**config.mk**
```make
export PLATFORM = sky130hd
export DESIGN_NAME = kbd_matrix
export DESIGN_NICKNAME = d
export VERILOG_FILES = /design/src/rtl/kbd_pkg.sv /design/src/rtl/kbd_keymap.sv /design/src/rtl/kbd_matrix.sv
export SDC_FILE = /design/constraint.sdc
export NUM_CORES = 1
export LEC_CHECK = 0
export CORE_MARGIN = 2
export CORE_UTILIZATION = 56
export DETAILED_ROUTE_END_ITERATION = 8
export PLACE_DENSITY = 0.86
export REMOVE_ABC_BUFFERS = 1
export SYNTH_ARGS = -nofsm -noshare
export SYNTH_HDL_FRONTEND = slang
export SYNTH_HIERARCHICAL = 1
export SYNTH_SLANG_ARGS = --single-unit
```
**constraint.sdc**
```tcl
create_clock -name clk_24 -period 1.85 [get_ports clk_24]
set_input_delay 0.2775 -clock clk_24 [delete_from_list [all_inputs] [get_ports clk_24]]
set_output_delay 0.2775 -clock clk_24 [all_outputs]
set_load 0.02 [all_outputs]
```
**src/rtl/kbd_pkg.sv**
```systemverilog
// kbd_pkg -- shared types and constants for the PS/2 to Oric keyboard matrix.
//   special_t       : NONE / RST / NMI classification of a decoded key
//   keymap_entry_t  : {hit, special[1:0], col[3:0], row[3:0]}
//   SC_*            : PS/2 set-2 scan codes with special meaning
//   key_at/key_spec : helpers to build keymap entries
package kbd_pkg;

   typedef enum logic [1:0] {
      SP_NONE = 2'd0,
      SP_RST  = 2'd1,
      SP_NMI  = 2'd2
   } special_t;

   typedef struct packed {
      logic       hit;
      special_t   special;
      logic [3:0] col;
      logic [3:0] row;
   } keymap_entry_t;

   localparam logic [7:0] SC_F10   = 8'h09;
   localparam logic [7:0] SC_F11   = 8'h78;
   localparam logic [7:0] SC_DEL   = 8'h71;
   localparam logic [7:0] SC_UP    = 8'h75;
   localparam logic [7:0] SC_DOWN  = 8'h72;
   localparam logic [7:0] SC_LEFT  = 8'h6B;
   localparam logic [7:0] SC_RIGHT = 8'h74;

   localparam keymap_entry_t KEY_NONE = '{hit: 1'b0, special: SP_NONE, col: 4'd0, row: 4'd0};

   function automatic keymap_entry_t key_at(input logic [3:0] c, input logic [3:0] r);
      key_at = '{hit: 1'b1, special: SP_NONE, col: c, row: r};
   endfunction

   function automatic keymap_entry_t key_spec(input special_t s);
      key_spec = '{hit: 1'b1, special: s, col: 4'd0, row: 4'd0};
   endfunction

endpackage

```
**src/rtl/kbd_keymap.sv**
```systemverilog
// kbd_keymap -- combinational PS/2 scan code to Oric matrix position.
//   extended : code was preceded by E0
//   code     : set-2 scan code
//   entry    : {hit, special, col, row}; hit=0 for unmapped codes
// The case key includes the extended bit, so a normal key arriving with E0
// simply misses. DEL is listed under both prefixes; arrows only under E0.
module kbd_keymap
   import kbd_pkg::*;
(
   input  logic          extended,
   input  logic [7:0]    code,
   output keymap_entry_t entry
);

   always_comb begin
      entry = KEY_NONE;
      case ({extended, code})
         // column 0
         9'h026: entry = key_at(4'd0, 4'd0);   // 3
         9'h022: entry = key_at(4'd0, 4'd1);   // X
         9'h016: entry = key_at(4'd0, 4'd2);   // 1
         9'h02A: entry = key_at(4'd0, 4'd4);   // V
         9'h02E: entry = key_at(4'd0, 4'd5);   // 5
         9'h031: entry = key_at(4'd0, 4'd6);   // N
         9'h03D: entry = key_at(4'd0, 4'd7);   // 7
         // column 1
         9'h023: entry = key_at(4'd1, 4'd0);   // D
         9'h015: entry = key_at(4'd1, 4'd1);   // Q
         9'h076: entry = key_at(4'd1, 4'd2);   // ESC
         9'h02B: entry = key_at(4'd1, 4'd4);   // F
         9'h02D: entry = key_at(4'd1, 4'd5);   // R
         9'h02C: entry = key_at(4'd1, 4'd6);   // T
         9'h03B: entry = key_at(4'd1, 4'd7);   // J
         // column 2
         9'h021: entry = key_at(4'd2, 4'd0);   // C
         9'h01E: entry = key_at(4'd2, 4'd1);   // 2
         9'h01A: entry = key_at(4'd2, 4'd2);   // Z
         9'h014: entry = key_at(4'd2, 4'd3);   // LCTRL
         9'h025: entry = key_at(4'd2, 4'd4);   // 4
         9'h032: entry = key_at(4'd2, 4'd5);   // B
         9'h036: entry = key_at(4'd2, 4'd6);   // 6
         9'h03A: entry = key_at(4'd2, 4'd7);   // M
         // column 3
         9'h052: entry = key_at(4'd3, 4'd0);   // '
         9'h05D: entry = key_at(4'd3, 4'd1);   // backslash
         9'h04E: entry = key_at(4'd3, 4'd4);   // -
         9'h04C: entry = key_at(4'd3, 4'd5);   // ;
         9'h046: entry = key_at(4'd3, 4'd6);   // 9
         9'h042: entry = key_at(4'd3, 4'd7);   // K
         // column 4
         {1'b1, SC_RIGHT}: entry = key_at(4'd4, 4'd0);
         {1'b1, SC_DOWN}:  entry = key_at(4'd4, 4'd1);
         {1'b1, SC_LEFT}:  entry = key_at(4'd4, 4'd2);
         {1'b1, SC_UP}:    entry = key_at(4'd4, 4'd3);
         9'h012: entry = key_at(4'd4, 4'd4);   // LSHIFT
         9'h049: entry = key_at(4'd4, 4'd5);   // .
         9'h041: entry = key_at(4'd4, 4'd6);   // ,
         9'h029: entry = key_at(4'd4, 4'd7);   // SPACE
         // column 5
         9'h054: entry = key_at(4'd5, 4'd0);   // [
         9'h05B: entry = key_at(4'd5, 4'd1);   // ]
         {1'b0, SC_DEL}, {1'b1, SC_DEL}: entry = key_at(4'd5, 4'd2);
         9'h011: entry = key_at(4'd5, 4'd3);   // LALT as FUNCT
         9'h04D: entry = key_at(4'd5, 4'd4);   // P
         9'h044: entry = key_at(4'd5, 4'd5);   // O
         9'h043: entry = key_at(4'd5, 4'd6);   // I
         9'h03C: entry = key_at(4'd5, 4'd7);   // U
         // column 6
         9'h01D: entry = key_at(4'd6, 4'd0);   // W
         9'h01B: entry = key_at(4'd6, 4'd1);   // S
         9'h01C: entry = key_at(4'd6, 4'd2);   // A
         9'h024: entry = key_at(4'd6, 4'd4);   // E
         9'h034: entry = key_at(4'd6, 4'd5);   // G
         9'h033: entry = key_at(4'd6, 4'd6);   // H
         9'h035: entry = key_at(4'd6, 4'd7);   // Y
         // column 7
         9'h055: entry = key_at(4'd7, 4'd0);   // =
         9'h04B: entry = key_at(4'd7, 4'd1);   // L
         9'h03E: entry = key_at(4'd7, 4'd2);   // 8
         9'h04A: entry = key_at(4'd7, 4'd3);   // /
         9'h059: entry = key_at(4'd7, 4'd4);   // RSHIFT
         9'h05A: entry = key_at(4'd7, 4'd5);   // ENTER
         9'h045: entry = key_at(4'd7, 4'd6);   // 0
         // specials
         {1'b0, SC_F11}: entry = key_spec(SP_RST);
         {1'b0, SC_F10}: entry = key_spec(SP_NMI);
         default: entry = KEY_NONE;
      endcase
   end

endmodule

```
**src/rtl/kbd_matrix.sv**
```systemverilog
// kbd_matrix -- PS/2 key events to an Oric-style scanned keyboard matrix.
//   clk_24, reset_n (async, active-low)
//   clk_en       : matrix sample enable; row_n and the stuck counter advance on it
//   key_strobe/key_pressed/key_extended/key_code : one decoded PS/2 event
//   release_all  : level, clears every held key (wins over a coincident event)
//   col          : column being scanned
//   row_n        : active-low rows of the selected column, registered on clk_en
//   any_key      : OR of the whole matrix
//   swrst/swnmi  : stretched reset request / NMI pulse from F11 / F10
module kbd_matrix
   import kbd_pkg::*;
#(
   parameter int NUM_COLS    = 8,
   parameter int NUM_ROWS    = 8,
   parameter int STRETCH     = 16,
   parameter int STUCK_TICKS = 65535
)(
   input  logic                        clk_24,
   input  logic                        reset_n,
   input  logic                        clk_en,
   input  logic                        key_strobe,
   input  logic                        key_pressed,
   input  logic                        key_extended,
   input  logic [7:0]                  key_code,
   input  logic                        release_all,
   input  logic [$clog2(NUM_COLS)-1:0] col,
   output logic [NUM_ROWS-1:0]         row_n,
   output logic                        any_key,
   output logic                        swrst,
   output logic                        swnmi
);

   localparam int SW = $clog2(STRETCH + 1);
   localparam int TW = (STUCK_TICKS > 0) ? $clog2(STUCK_TICKS + 1) : 1;

   keymap_entry_t       ent;
   logic                ev_valid, hit_ok, rst_ev, nmi_ev;
   logic                rst_load, nmi_load, stuck_fire, clear_all;
   logic                rst_held_reg, nmi_held_reg, rst_held_next, nmi_held_next;
   logic [SW-1:0]       rst_cnt_reg, nmi_cnt_reg;
   logic [TW-1:0]       stuck_reg;
   logic [NUM_ROWS-1:0] row_mask;
   logic [NUM_ROWS-1:0] col_bits [NUM_COLS];
   logic [NUM_COLS-1:0] col_any;

   kbd_keymap u_keymap (
      .extended (key_extended),
      .code     (key_code),
      .entry    (ent)
   );

   assign ev_valid = key_strobe && !release_all;
   // Positions outside a reduced matrix are silently dropped.
   assign hit_ok   = ent.hit && (ent.special == SP_NONE) &&
                     (32'(ent.col) < NUM_COLS) && (32'(ent.row) < NUM_ROWS);
   assign rst_ev   = ev_valid && ent.hit && (ent.special == SP_RST);
   assign nmi_ev   = ev_valid && ent.hit && (ent.special == SP_NMI);

   // Stretches start only from the released state, so typematic repeats are ignored.
   assign rst_load = rst_ev && key_pressed && !rst_held_reg;
   assign nmi_load = nmi_ev && key_pressed && !nmi_held_reg && !swnmi;

   // Any event restarts the stuck timeout, so it cannot fire on a strobe cycle.
   assign stuck_fire = (STUCK_TICKS != 0) && !key_strobe && any_key && clk_en &&
                       (32'(stuck_reg) == STUCK_TICKS - 1);
   assign clear_all  = release_all || stuck_fire;

   always_comb begin
      row_mask = '0;
      if (ev_valid && hit_ok)
         row_mask = NUM_ROWS'(1) << ent.row;
   end

   for (genvar gi = 0; gi < NUM_COLS; gi++) begin : g_col
      logic [NUM_ROWS-1:0] bits_reg;
      always_ff @(posedge clk_24 or negedge reset_n) begin
         if (!reset_n)
            bits_reg <= '0;
         else if (clear_all)
            bits_reg <= '0;
         else if (32'(ent.col) == gi)
            bits_reg <= key_pressed ? (bits_reg | row_mask) : (bits_reg & ~row_mask);
      end
      assign col_bits[gi] = bits_reg;
      assign col_any[gi]  = |bits_reg;
   end

   assign any_key = |col_any;

   always_ff @(posedge clk_24 or negedge reset_n) begin
      if (!reset_n)
         row_n <= '1;
      else if (clk_en)
         row_n <= (32'(col) < NUM_COLS) ? ~col_bits[col] : '1;
   end

   always_ff @(posedge clk_24 or negedge reset_n) begin
      if (!reset_n)
         stuck_reg <= '0;
      else if (key_strobe || !any_key || stuck_fire)
         stuck_reg <= '0;
      else if (clk_en)
         stuck_reg <= stuck_reg + 1'b1;
   end

   always_comb begin
      rst_held_next = rst_held_reg;
      nmi_held_next = nmi_held_reg;
      if (clear_all) begin
         rst_held_next = 1'b0;
         nmi_held_next = 1'b0;
      end else begin
         if (rst_ev) rst_held_next = key_pressed;
         if (nmi_ev) nmi_held_next = key_pressed;
      end
   end

   // Counters hold the cycles remaining after the current one; release_all
   // does not touch them, so a running stretch always completes.
   always_ff @(posedge clk_24 or negedge reset_n) begin
      if (!reset_n) begin
         rst_held_reg <= 1'b0;
         nmi_held_reg <= 1'b0;
         rst_cnt_reg  <= '0;
         nmi_cnt_reg  <= '0;
         swrst        <= 1'b0;
         swnmi        <= 1'b0;
      end else begin
         rst_held_reg <= rst_held_next;
         nmi_held_reg <= nmi_held_next;
         if (rst_load)
            rst_cnt_reg <= SW'(STRETCH - 1);
         else if (rst_cnt_reg != '0)
            rst_cnt_reg <= rst_cnt_reg - 1'b1;
         if (nmi_load)
            nmi_cnt_reg <= SW'(STRETCH - 1);
         else if (nmi_cnt_reg != '0)
            nmi_cnt_reg <= nmi_cnt_reg - 1'b1;
         swrst <= rst_load || rst_held_next || (rst_cnt_reg != '0);
         swnmi <= nmi_load || (nmi_cnt_reg != '0);
      end
   end

endmodule

```
==> impl_metrics.toml, run 1 <==
[placed_design]
dp_hpwl_um = 17800
routabilityCongestion = 1.03
io_buffers = 28
placed_cell_area_mm2 = 0.00887

[grt]
grt_antenna_before_repair = 2
grt_use_total_pct = 73.8
gr-total-overflow = 54
grt_max_degree = 40

[synth]
synth_edf_count = 0
synthFlopType = "dfrtp_1"
synth_cell_types = 73
syn_inst = 753
avgSynthCellArea_um2 = 9.05
yosysWarnings = 6
ys_ff_latch = 102
synthArstFlopShare_pct = 100
netlist_area_mm2 = 0.00682
synth-seq-area-share_pct = 37.6

[timing]
worst-endpoint-pin-kind = "register data pin"
worstEndpointGrtRepair = "g_col[1].bits_reg[7]$_DFFE_PN0P_/D"

[floorplanning]
start_util_pct = 57.0
num_io_pins = 29
dieHeight_um = 114
rows = 40
dieWidth_um = 114

[cts]
cts_inserted_buffers = 9
htreeDepth = 3
cts_root_buffer = "clkbuf_16"
cts.sinks = 102
cts_max_path_buffers = 2

[status]
outcome = "did not finish"
haltStage = "5_1_grt"
firstError = "[ERROR GRT-0232] Routing congestion too high. Check the congestion heatmap in the GUI."
-- routing by layer --
metal | overflow | GRT usage (%)
met1 | 0 | 74.0
met2 | 25 | 92.0
met3 | 0 | 55.6
met4 | 29 | 74.7
met5 | 0 | 23.1
-- what timing repair did --
item / 4_1_cts
pin swaps: 46
endpoints found under the setup margin: 95
buffers inserted: 36
hold buffers: 1
endpoints found under the hold margin: 26
gates cloned: 7
resized for setup: 208
-- cell families after synthesis --
kind of cell    synth area share [%]
compound gates                  6.39
fa+ha+maj                       1.10
flops                           37.6
simple gates                    29.4
other cells                   0.0550
mux                             17.8
xor+xnor                        2.70
buf+inv                         4.96
-- through the flow --
stage	setup TNS [ns]	setup slack [ns]	hold slack [ns]	util (%)	instances
after CTS	-88.11	-1.22	0.404	85.2	1165
after detailed placement	-151.22	-2.08	0.243	74.1	1108
after global placement	-144.73	-2.00	0.233	74.1	1108
after floorplan	-157.19	-2.88	-0.0181	-	697
-- synth_stat cells, types with 9 or more instances --
cell type	instances	share of area, %
nor2_1	124	6.8
dfrtp_1	94	35
mux2i_1	76	11
nand2_1	74	4.1
nand3_1	41	3.0
clkbuf_1	26	1.4
nand4_1	25	2.3
nor4_1	22	2.0
buf_2	18	1.3
a21oi_1	17	1.2
nor3_1	17	1.2
mux4_2	16	5.3
xnor2_1	13	1.7
inv_1	11	0.61
nand2b_1	10	0.92
nor2b_1	9	0.83
==> inputs of run 2 (changes only) <==
--- a/config.mk
+++ b/config.mk
@@ -6,9 +6,9 @@
 export NUM_CORES = 1
 export LEC_CHECK = 0
 export CORE_MARGIN = 2
-export CORE_UTILIZATION = 56
+export CORE_UTILIZATION = 40
 export DETAILED_ROUTE_END_ITERATION = 8
-export PLACE_DENSITY = 0.86
+export PLACE_DENSITY_LB_ADDON = 0.15
 export REMOVE_ABC_BUFFERS = 1
 export SYNTH_ARGS = -nofsm -noshare
 export SYNTH_HDL_FRONTEND = slang
==> constraint.sdc (replaced) <==
create_clock -name clk_24 -period 2.4 [get_ports clk_24]
set_input_delay 0.36 -clock clk_24 [delete_from_list [all_inputs] [get_ports clk_24]]
set_output_delay 0.36 -clock clk_24 [all_outputs]
set_load 0.02 [all_outputs]
==> run 2 against run 1 <==
  * The flow now finishes, with violations (setup timing)
  * Synthesized area stayed put
  * Synthesized cell count did not move
==> impl_metrics.toml, run 2 <==
[drt]
first_pass_iters = 5
ant_nets = 0
drt_iter0_drc = 697
drt-total-wl_um = 25500
drc_errors = 0
post_drt_via_cell_ratio = 5.89
vias = 7039
wire_per_inst_um = 21.3

[timing]
drv_slew = 0
clock_skew_ns = 0.0101
tightest_slew_ns = 0.631
setup_violations = 78
fin_crit_ns = 3.04
timing.fmax_mhz = 329
rsz0062_at_grt = "true"
hold_slack_ns = 0.00980
maxSlewHeadroom_pct = 58.0
setup_tns_ns = -28.97
hold_violations = 0
post-route-period-util_pct = 126
setup_ws_ns = -0.636

[grt]
grt_max_degree = 44
gr-total-overflow = 0
grt_use_total_pct = 28.4
grt_antenna_before_repair = 0
grt_pass1_wl_um = 39600
grt_pass1_vias = 7126

[final_layout]
mostFrequentLayoutCells = "buf_4, nor2_1, dfrtp_1"
num_antenna_cells = 0
final_nets = 995
area_growth_pct = 54.4
regArea_mm2 = 0.00256
multi_input_area_mm2 = 0.00492
final_area_mm2 = 0.0105
largest_register_ffs = 64
fillCellCount = 1308
final_common_cell = "buf_4"
drive_above_1_share_pct = 46.8

[synth]
synth_edf_count = 0
yosysWarnings = 6
synth_cell_types = 73
synth_area_leader_cell = "dfrtp_1"
synthFlopType = "dfrtp_1"
yosys-top-cells-count = "nor2_1, dfrtp_1, mux2i_1"
synth-seq-area-share_pct = 37.6
yosysMostFrequentCell = "nor2_1"
syn_inst = 753
avgSynthCellArea_um2 = 9.05
synthArstFlopShare_pct = 100
ys_ff_latch = 102
netlist_area_mm2 = 0.00682
synth_top_area_share_pct = 34.5
synth_area_leaders = "dfrtp_1, mux2i_1, nor2_1"

[pwr]
ir_worst_vdd_mv = 0.381
power.total_uw = 4550
p_leak_uw = 0.00497
power_density_mw_per_mm2 = 432

[worst_setup_path]
start_kind = "input port"
cpPeakStageDelay_ns = 0.60
cpMostUsedCell = "buf_4"
crit_family = "simple AND/OR/NAND/NOR gates"
reg2reg_setup_slack_ns = -0.06
cp.arrival_ns = 3.29
cp_slowest_cell = "or4b_4"
worst-path-buf-inv = 5
endpoint_kind = "flop"
critPathMaxFanout = 6
crit_type = "in -> reg"
worstPathRequired_ns = 2.66
crit_chain = "buf_2 > buf_4 > nor2b_2 > buf_4 > a32oi_1 > nor2_2 > a31oi_2 > nand4_1 > buf_4 > buf_6 > or4b_4 > nor2_4 > nand2_2 > mux2i_1 > nor2_1"

[floorplanning]
die-area_mm2 = 0.0181
rows = 47
fp.coreArea_mm2 = 0.0166
num_io_pins = 29
dieHeight_um = 135
dieWidth_um = 135
start_util_pct = 41.0

[cts]
cts_inserted_buffers = 9
worst_skew_pair.late_latency_ns = 0.36
tritoncts = "yes"
cts_root_buffer = "clkbuf_16"
ctsHoldBuffers = 0
cts_max_path_buffers = 2
cts.sinks = 102
path_clk_slew_ns = 0.07
htreeDepth = 3

[flow_run]
cap_violations = 0

[placed_design]
dp_hpwl_um = 17000
io_buffers = 28
placed_cell_area_mm2 = 0.00852
routabilityCongestion = 0.929

[status]
outcome = "finished, violations left"
violations = "setup timing"

[hold_path]
hold_path_class = "in -> async"
run 2: stage by stage:
step           instances  utilization, %  setup WS, ns
6_report            1196            63.2        -0.636
5_1_grt             1196            63.2        -0.792
4_1_cts             1184            60.7        -0.541
3_5_place_dp        1124            51.2         -1.48
3_3_place_gp        1124            51.2         -1.53
2_1_floorplan        697               -         -2.42
run 2: logic make-up after synthesis:
| logic type | Yosys count | share of synthesized area (%) |
|---|---|---|
| multiplexers | 100 | 17.8 |
| XOR/XNOR | 21 | 2.70 |
| AO/OA/AOI/OAI | 65 | 6.39 |
| flip-flops | 102 | 37.6 |
| buffers and inverters | 68 | 4.96 |
| AND/OR/NAND/NOR | 390 | 29.4 |
| adder cells (fa/ha/maj) | 6 | 1.10 |
| other | 1 | 0.0550 |
run 2: where the power goes:
group | internal [µW] | leakage, µW | switching (µW)
Sequential | 1820 | 0.00137 | 69.9
Combinational | 516 | 0.00344 | 582
Clock | 856 | 0.000157 | 706
run 2: what timing repair did:
item | in CTS | in global routing
hold endpoints to repair | 0 | 0
cloned | 8 | 0
resized for setup | 241 | 82
pin swaps | 63 | 65
buffers inserted | 38 | 18
setup endpoints to repair | 79 | 79
run 2: path summary, 6_finish.rpt:
kind,startpoint,to,cells past startpoint
max,key_code[2],g_col[2].bits_reg[2],15
min,reset_n,g_col[7].bits_reg[2],1
max reg2reg,g_col[0].bits_reg[0],g_col[2].bits_reg[2],10
min reg2reg,rst_cnt_reg[1],rst_cnt_reg[1],2
max in group asynchronous,reset_n,row_n[5],2
min in group clk_24,key_pressed,nmi_cnt_reg[0],3
run 2: worst register-to-register path, cell delays in order, from the launching register on:
cell     delay, ns
dfrtp_1       0.41
nor4_1        0.41
buf_4         0.20
nand4_1       0.15
nor4_2        0.23
buf_4         0.19
buf_4         0.10
buf_4         0.12
o31ai_4       0.13
buf_12        0.20
nor2_1        0.24
run 2: cell type report:
cell class              instances  area share (%)
clock inverters                 6           0.714
well taps                     220            2.62
multi-input cells             584            46.7
clock buffers                  10            2.27
repair buffers                263            22.9
flip-flops and latches        102            24.4
inverters                      11           0.392
run 2: layer usage:
metal  wire [µm]  track usage [%]
met1       10600             36.3
met4        1420             16.5
met3        1590             6.12
met2       11900             44.8
met5           0                0
Power figures use the tool's default switching activity.
